## config.mk

```make
export PLATFORM = sky130hd
export DESIGN_NAME = uart_tx_arbiter_flat
export DESIGN_NICKNAME = d
export VERILOG_FILES = /design/src/rtl/uart_tx_arbiter_if.sv /design/src/rtl/uart_tx_arbiter.sv /design/src/flat_wrapper.sv
export SDC_FILE = /design/constraint.sdc
export NUM_CORES = 1
export LEC_CHECK = 0
export ABC_AREA = 0
export CAP_MARGIN = 40
export CORE_UTILIZATION = 53
export CTS_BUF_LIST = sky130_fd_sc_hd__clkbuf_16
export CTS_CLUSTER_SIZE = 40
export DETAILED_ROUTE_END_ITERATION = 10
export PLACE_DENSITY_LB_ADDON = 0.2
export SKIP_LAST_GASP = 1
export SYNTH_ARGS = -nofsm -noshare
export SYNTH_HDL_FRONTEND = slang
export SYNTH_SLANG_ARGS = --single-unit
```

## constraint.sdc

```tcl
create_clock -name IN_CLOCK -period 18 [get_ports IN_CLOCK]
set_input_delay 3.6 -clock IN_CLOCK [delete_from_list [all_inputs] [get_ports IN_CLOCK]]
set_output_delay 3.6 -clock IN_CLOCK [all_outputs]
set_load 0.02 [all_outputs]
```

## src/rtl/uart_tx_arbiter_if.sv

```systemverilog
// uart_tx_arbiter_if: requester and UART-side signals of the
// transmitter arbiter, grouped with master/slave views.
interface uart_tx_arbiter_if #(
    parameter int NUM_REQUESTERS           = 4,
    parameter int NUM_OF_DATA_BITS_IN_PACK = 8
);
    localparam int N   = NUM_REQUESTERS;
    localparam int W   = NUM_OF_DATA_BITS_IN_PACK;
    localparam int IDW = $clog2(N);

    logic [N-1:0]   IN_REQ_VALID;
    logic [N*W-1:0] IN_REQ_DATA;
    logic [N-1:0]   OUT_REQ_ACCEPT;
    logic [N-1:0]   OUT_REQ_DONE;
    logic [N-1:0]   OUT_REQ_ERROR;
    logic           OUT_TX_LAUNCH;
    logic [W-1:0]   OUT_TX_DATA;
    logic           IN_TX_ACTIVE;
    logic           IN_TX_DONE;
    logic           OUT_BUSY;
    logic [IDW-1:0] OUT_GRANT_ID;

    modport master (
        output IN_REQ_VALID, IN_REQ_DATA, IN_TX_ACTIVE, IN_TX_DONE,
        input  OUT_REQ_ACCEPT, OUT_REQ_DONE, OUT_REQ_ERROR,
        input  OUT_TX_LAUNCH, OUT_TX_DATA, OUT_BUSY, OUT_GRANT_ID
    );

    modport slave (
        input  IN_REQ_VALID, IN_REQ_DATA, IN_TX_ACTIVE, IN_TX_DONE,
        output OUT_REQ_ACCEPT, OUT_REQ_DONE, OUT_REQ_ERROR,
        output OUT_TX_LAUNCH, OUT_TX_DATA, OUT_BUSY, OUT_GRANT_ID
    );
endinterface

```

## src/rtl/uart_tx_arbiter.sv

```systemverilog
// uart_tx_arbiter: round-robin sharing of one UART transmitter between
// byte sources, with launch handshake, completion and timeout reporting.
module uart_tx_arbiter #(
    parameter int NUM_REQUESTERS           = 4,
    parameter int NUM_OF_DATA_BITS_IN_PACK = 8,
    parameter int TIMEOUT_CYCLES           = 4096,
    parameter int GAP_CYCLES               = 2
) (
    input logic              IN_CLOCK,
    input logic              IN_RESET_N,
    uart_tx_arbiter_if.slave bus
);
    localparam int N    = NUM_REQUESTERS;
    localparam int W    = NUM_OF_DATA_BITS_IN_PACK;
    localparam int IDW  = $clog2(N);
    localparam int MAXC = (TIMEOUT_CYCLES > GAP_CYCLES) ?
                          TIMEOUT_CYCLES : GAP_CYCLES;
    localparam int CW   = $clog2(MAXC) + 1;
    localparam logic [N-1:0] ONE = 1;

    typedef enum logic [1:0] {
        S_IDLE, S_LAUNCH, S_WAIT, S_GAP
    } state_t;

    state_t         r_state, w_next;
    logic [CW-1:0]  r_cnt;
    logic [IDW-1:0] r_last, r_grant, w_pick;
    logic [W-1:0]   r_data, w_data;
    logic [N-1:0]   r_accept, r_done, r_error;
    logic [N-1:0]   w_accept, w_done, w_error;
    logic           r_launch, r_busy, w_launch, w_busy;
    logic           w_found, w_in_frame, w_tmo;
    logic           w_fin, w_abort, w_gap_ok;
    int             w_best, w_dist;

    // Pick the nearest valid requester after the last one served
    always_comb begin
        w_found = 1'b0;
        w_pick  = '0;
        w_data  = '0;
        w_best  = N;
        w_dist  = 0;
        for (int i = 0; i < N; i++) begin
            w_dist = i - int'(r_last) - 1;
            if (w_dist < 0) w_dist = w_dist + N;
            if (bus.IN_REQ_VALID[i] && w_dist < w_best) begin
                w_best  = w_dist;
                w_found = 1'b1;
                w_pick  = IDW'(i);
                w_data  = bus.IN_REQ_DATA[i*W +: W];
            end
        end
    end

    // Frame terminating events; a real exit event beats the timeout
    always_comb begin
        w_in_frame = (r_state == S_LAUNCH) || (r_state == S_WAIT);
        w_tmo      = (r_cnt == CW'(TIMEOUT_CYCLES - 1));
        w_fin      = w_in_frame && bus.IN_TX_DONE;
        w_abort    = w_in_frame && !bus.IN_TX_DONE && w_tmo &&
                     !((r_state == S_LAUNCH) && bus.IN_TX_ACTIVE);
        w_gap_ok   = (r_cnt >= CW'(GAP_CYCLES - 1)) && !bus.IN_TX_ACTIVE;
    end

    // State register
    always_ff @(posedge IN_CLOCK or negedge IN_RESET_N) begin
        if (!IN_RESET_N) r_state <= S_IDLE;
        else             r_state <= w_next;
    end

    // Next-state logic
    always_comb begin
        w_next = r_state;
        unique case (r_state)
            S_IDLE:   if (w_found) w_next = S_LAUNCH;
            S_LAUNCH: begin
                if (w_fin || w_abort)      w_next = S_GAP;
                else if (bus.IN_TX_ACTIVE) w_next = S_WAIT;
            end
            S_WAIT:   if (w_fin || w_abort) w_next = S_GAP;
            S_GAP:    if (w_gap_ok) w_next = S_IDLE;
            default:  w_next = S_IDLE;
        endcase
    end

    // Next values of the registered outputs
    always_comb begin
        w_accept = '0;
        w_done   = '0;
        w_error  = '0;
        if ((r_state == S_IDLE) && w_found) w_accept = ONE << w_pick;
        if (w_fin)   w_done  = ONE << r_grant;
        if (w_abort) w_error = ONE << r_grant;
        w_launch = (w_next == S_LAUNCH);
        w_busy   = (w_next != S_IDLE);
    end

    // Per-state cycle counter, cleared on every state change
    always_ff @(posedge IN_CLOCK or negedge IN_RESET_N) begin
        if (!IN_RESET_N)             r_cnt <= '0;
        else if (r_state != w_next)  r_cnt <= '0;
        else if (r_cnt != {CW{1'b1}}) r_cnt <= r_cnt + 1'b1;
    end

    // Grant bookkeeping: data and id latch on accept, last on finish
    always_ff @(posedge IN_CLOCK or negedge IN_RESET_N) begin
        if (!IN_RESET_N) begin
            r_data  <= '0;
            r_grant <= '0;
            r_last  <= IDW'(N - 1);
        end else begin
            if ((r_state == S_IDLE) && w_found) begin
                r_data  <= w_data;
                r_grant <= w_pick;
            end
            if (w_fin || w_abort) r_last <= r_grant;
        end
    end

    // Output registers
    always_ff @(posedge IN_CLOCK or negedge IN_RESET_N) begin
        if (!IN_RESET_N) begin
            r_accept <= '0;
            r_done   <= '0;
            r_error  <= '0;
            r_launch <= 1'b0;
            r_busy   <= 1'b0;
        end else begin
            r_accept <= w_accept;
            r_done   <= w_done;
            r_error  <= w_error;
            r_launch <= w_launch;
            r_busy   <= w_busy;
        end
    end

    assign bus.OUT_REQ_ACCEPT = r_accept;
    assign bus.OUT_REQ_DONE   = r_done;
    assign bus.OUT_REQ_ERROR  = r_error;
    assign bus.OUT_TX_LAUNCH  = r_launch;
    assign bus.OUT_TX_DATA    = r_data;
    assign bus.OUT_BUSY       = r_busy;
    assign bus.OUT_GRANT_ID   = r_grant;
endmodule

```

## src/flat_wrapper.sv

```systemverilog
// flat-port wrapper written by rule: the top's interface ports become plain ports
module uart_tx_arbiter_flat 
#(
    parameter int NUM_REQUESTERS           = 4,
    parameter int NUM_OF_DATA_BITS_IN_PACK = 8,
    parameter int TIMEOUT_CYCLES           = 4096,
    parameter int GAP_CYCLES               = 2
)
  (IN_CLOCK, IN_RESET_N, bus_IN_REQ_VALID, bus_IN_REQ_DATA, bus_IN_TX_ACTIVE, bus_IN_TX_DONE, bus_OUT_REQ_ACCEPT, bus_OUT_REQ_DONE, bus_OUT_REQ_ERROR, bus_OUT_TX_LAUNCH, bus_OUT_TX_DATA, bus_OUT_BUSY, bus_OUT_GRANT_ID);
  uart_tx_arbiter_if #(.NUM_REQUESTERS(NUM_REQUESTERS), .NUM_OF_DATA_BITS_IN_PACK(NUM_OF_DATA_BITS_IN_PACK)) bus_i ();
  input logic IN_CLOCK;
  input logic IN_RESET_N;
  input wire logic [$bits(bus_i.IN_REQ_VALID)-1:0] bus_IN_REQ_VALID;
  input wire logic [$bits(bus_i.IN_REQ_DATA)-1:0] bus_IN_REQ_DATA;
  input wire logic [$bits(bus_i.IN_TX_ACTIVE)-1:0] bus_IN_TX_ACTIVE;
  input wire logic [$bits(bus_i.IN_TX_DONE)-1:0] bus_IN_TX_DONE;
  output wire logic [$bits(bus_i.OUT_REQ_ACCEPT)-1:0] bus_OUT_REQ_ACCEPT;
  output wire logic [$bits(bus_i.OUT_REQ_DONE)-1:0] bus_OUT_REQ_DONE;
  output wire logic [$bits(bus_i.OUT_REQ_ERROR)-1:0] bus_OUT_REQ_ERROR;
  output wire logic [$bits(bus_i.OUT_TX_LAUNCH)-1:0] bus_OUT_TX_LAUNCH;
  output wire logic [$bits(bus_i.OUT_TX_DATA)-1:0] bus_OUT_TX_DATA;
  output wire logic [$bits(bus_i.OUT_BUSY)-1:0] bus_OUT_BUSY;
  output wire logic [$bits(bus_i.OUT_GRANT_ID)-1:0] bus_OUT_GRANT_ID;
  assign bus_i.IN_REQ_VALID = bus_IN_REQ_VALID;
  assign bus_i.IN_REQ_DATA = bus_IN_REQ_DATA;
  assign bus_i.IN_TX_ACTIVE = bus_IN_TX_ACTIVE;
  assign bus_i.IN_TX_DONE = bus_IN_TX_DONE;
  assign bus_OUT_REQ_ACCEPT = bus_i.OUT_REQ_ACCEPT;
  assign bus_OUT_REQ_DONE = bus_i.OUT_REQ_DONE;
  assign bus_OUT_REQ_ERROR = bus_i.OUT_REQ_ERROR;
  assign bus_OUT_TX_LAUNCH = bus_i.OUT_TX_LAUNCH;
  assign bus_OUT_TX_DATA = bus_i.OUT_TX_DATA;
  assign bus_OUT_BUSY = bus_i.OUT_BUSY;
  assign bus_OUT_GRANT_ID = bus_i.OUT_GRANT_ID;
  uart_tx_arbiter #(.NUM_REQUESTERS(NUM_REQUESTERS), .NUM_OF_DATA_BITS_IN_PACK(NUM_OF_DATA_BITS_IN_PACK), .TIMEOUT_CYCLES(TIMEOUT_CYCLES), .GAP_CYCLES(GAP_CYCLES)) u_core (.IN_CLOCK(IN_CLOCK), .IN_RESET_N(IN_RESET_N), .bus(bus_i));
endmodule
```

==> summary.txt <==
Compound-Gate Fraction of Synth Area - 0.225
Drt drc - 0
Max FO, Critical Path - 26
Area occupied by registers - 1030 sq um
Gr usage total - 0.251
DP HPWL - 9340 um
RSZ-0062 raised after global routing - false
Family with the most delay on the worst path - compound AO/OA/AOI/OAI gates
Max Root-Sink Buffers - 2
Clk pwr share - 0.079
Clock latency on the worst-skew pair - 280 ps
Hold Crit Depth - 2
CP max-delay cell - o32ai_2
R2r worst-path depth - 29
Synth Instances - 552
FF+latch count, synth - 41
Period Utilization, post-route - 0.646
Design area - 5770 sq um
PwrDens - 190 nW/um^2
# resized after CTS - 0
Post-Place Cell Area - 5630 sq um
Int Power - 0.000516 W
Mux contribution to synthesized area - 0.00235
Max-cap viol count - 0
Multi-input logic area - 3630 sq um
Routed WL - 11600 um
Count leader, synth - ha_1
Clock skew - 3.89 ps
HP Class - reg2reg
M3 GR Usage - 0.0266
Die area - 9440 sq um
Clock Sinks - 41
Syn_area_per_cell - 8.69 sq um
Critical Path RT - 18190 ps
Cell accounting for the most synthesized area - ha_1
Main synth FF type - dfrtp_1
Tightest Pin Transition - 831 ps
Wirelength per Cell - 15.4 um
TNS Setup - 0 ps
Worst VDD drop - 0.000131 V
Fillcell total - 724
Initial antenna violation count - 0
Final net count - 793
Largest family of logic cells by synthesized area - adder cells
Core Area - 8760 sq um
Die Y - 97.2 um
Critical Path Start Type - primary input
Drt via density - 5.83
Inserted Diodes - 0
Port bufs - 63
Largest net degree at the start of global routing - 41
Top cell type's share of synthesized area - 0.276
Initial core utilization - 0.548
# IOs - 64
Seq/Total Area, Yosys - 0.214
Area Overhead vs Synth - 20.3%
Met2 Use GR - 0.437
Mapped Area - 4800 sq um
Die X - 97.2 um
Final setup fails - 0
CP Buf/Inv Count - 2
Relative slew slack - 0.446
Routability cong. - 0.988
Root Driver - clkbuf_16
Global route hottest layer - met2
Via count - 4396
Worst path depth - 28
Vias in the first global route - 4231
Share of cells above drive strength 1 - 0.0650
Post-Synth Adder-Cell Area - 0.285
CP arrival - 11820 ps
Status - complete, no violations
Critical Path Sink Type - flop
Crit path largest cell delay - 770 ps
# rows - 34
FMAX - 0.0860 GHz
Switching Fraction - 0.529
EDFF count, synth - 0
Synth area leaders - ha_1 28%, dfrtp_1 20%, a21oi_1 4.2%, inv_1 3.3%, nor2_1 3.1%
Initial DRC count - 148
Tmin final - 11630 ps
Final ANT Viol Nets - 0
P_sw - 0.000580 W
Fraction of registers with async set/reset - 1.00
Synth top cells by count - 106 x ha_1, 42 x inv_1, 40 x a21oi_1
Core Util, Final - 0.659
Total CTS buffers - 5
Hold buffers post-CTS - 0
CTS tree - yes
Critical path type - in2reg
Met1 Use GR - 0.315
Post-CTS Setup Inserts - 0
Leak - 2.63 nW
Max Slew Vio Count - 0
DRT Pass-1 Iters - 4
Flop pwr share - 0.132
H-tree depth - 2
First-pass GRT wire length - 19700 um
Post-synthesis xor/xnor area fraction - 0.0216
Overflow after GRT - 0
Combinational power share - 0.789
Yosys cell types - 74
Synth warn - 0
Clock transition at path regs - 60 ps
Final hold vios - 0
Post-Synth Simple-Gate Area - 0.193
-- worst reg2reg max path, delay by kind of cell, from the launching register on --
family,cells,cell delay (ps)
AO/OA/AOI/OAI,12,3810
AND/OR/NAND/NOR,11,2350
adder cells (fa/ha/maj),4,1200
flip-flops,1,570
buffers and inverters,2,410
-- layout make-up --
cell class	count	share of cell area
Clock buffer	5	0.0217
Sequential cell	41	0.178
Multi-Input combinational cell	486	0.629
Timing Repair Buffer	67	0.116
Tap cell	108	0.0234
Clock inverter	3	0.00303
Inverter	44	0.0286
-- state kept, by name, summed over array words and instances (netlist names) --
signal / count
u_core.bus.OUT_TX_LAUNCH: 1
u_core.bus.OUT_REQ_ERROR: 4
u_core.bus.OUT_REQ_DONE: 4
u_core.r_last: 2
u_core.bus.OUT_BUSY: 1
u_core.bus.OUT_REQ_ACCEPT: 4
u_core.bus.OUT_TX_DATA: 8
u_core.r_cnt: 13
u_core.r_state: 2
u_core.bus.OUT_GRANT_ID: 2
-- final timing paths --
path / startpoint / endpoint / slack, ps
setup reg to reg: u_core.r_last[1]$_DFFE_PN1N_ / u_core.bus.OUT_TX_DATA[4]$_DFFE_PN0P_ / 9580
max in group asynchronous: IN_RESET_N / u_core.r_last[1]$_DFFE_PN1N_ / 14450
hold / removal: u_core.bus.OUT_TX_DATA[1]$_DFFE_PN0P_ / u_core.bus.OUT_TX_DATA[1]$_DFFE_PN0P_ / 530
min in group asynchronous: IN_RESET_N / u_core.bus.OUT_TX_DATA[4]$_DFFE_PN0P_ / 3100
setup / recovery: bus_IN_REQ_VALID[0] / u_core.bus.OUT_TX_DATA[4]$_DFFE_PN0P_ / 6370
hold reg to reg: u_core.bus.OUT_TX_DATA[1]$_DFFE_PN0P_ / u_core.bus.OUT_TX_DATA[1]$_DFFE_PN0P_ / 530
-- cells in the final DEF, fill, tap and decap left out, drive strengths merged, types with 18 or more instances in the layout --
cell type,n
nor3,29
conb,39
o21ai,32
a21oi,42
dfrtp,39
nor2,43
nand2,34
clkdlybuf4s50,62
ha,106
inv,43
nand3,18
-- per-layer routing --
metal / up-vias / wire [um]
li1: 2179 / -
met3: 34 / 507
met4: 0 / 327
met1: 2056 / 5140
met2: 127 / 5650
met5: - / 0
-- cell families (layout without fill, tap and decap cells) --
kind of cell               after synthesis  count (layout)
xor gates and xnor gates                11              11
buffers and inverters                   62             119
DFF                                     41              41
other                                    2              39
and+or+nand+nor                        179             179
muxes                                    1               1
AOI/OAI and AO/OA                      148             148
adders and majority gates              108             108
-- power groups by stage --
stage / logic [W] / clock network (W) / registers, W
6_report: 0.000865 / 0.0000866 / 0.000145
5_1_grt: 0.000955 / 0.0000914 / 0.000149
4_1_cts: 0.000856 / 0.0000877 / 0.000145
3_5_place_dp: 0.000851 / 0 / 0.000146
3_3_place_gp: 0.000829 / 0 / 0.000145
2_1_floorplan: 0.000645 / 0 / 0.000161
-- through the flow --
step / total power, W / setup WS (ps) / hold WS (ps) / cells
after floorplan: 0.000805 / 7690 / 546 / 589
after global placement: 0.000974 / 6250 / 500 / 744
after detailed placement: 0.000997 / 6220 / 524 / 746
after CTS: 0.00109 / 6510 / 535 / 754
after global routing: 0.00120 / 5760 / 546 / 754
final: 0.00110 / 6370 / 533 / 754
(Power assumes the default switching activity.)
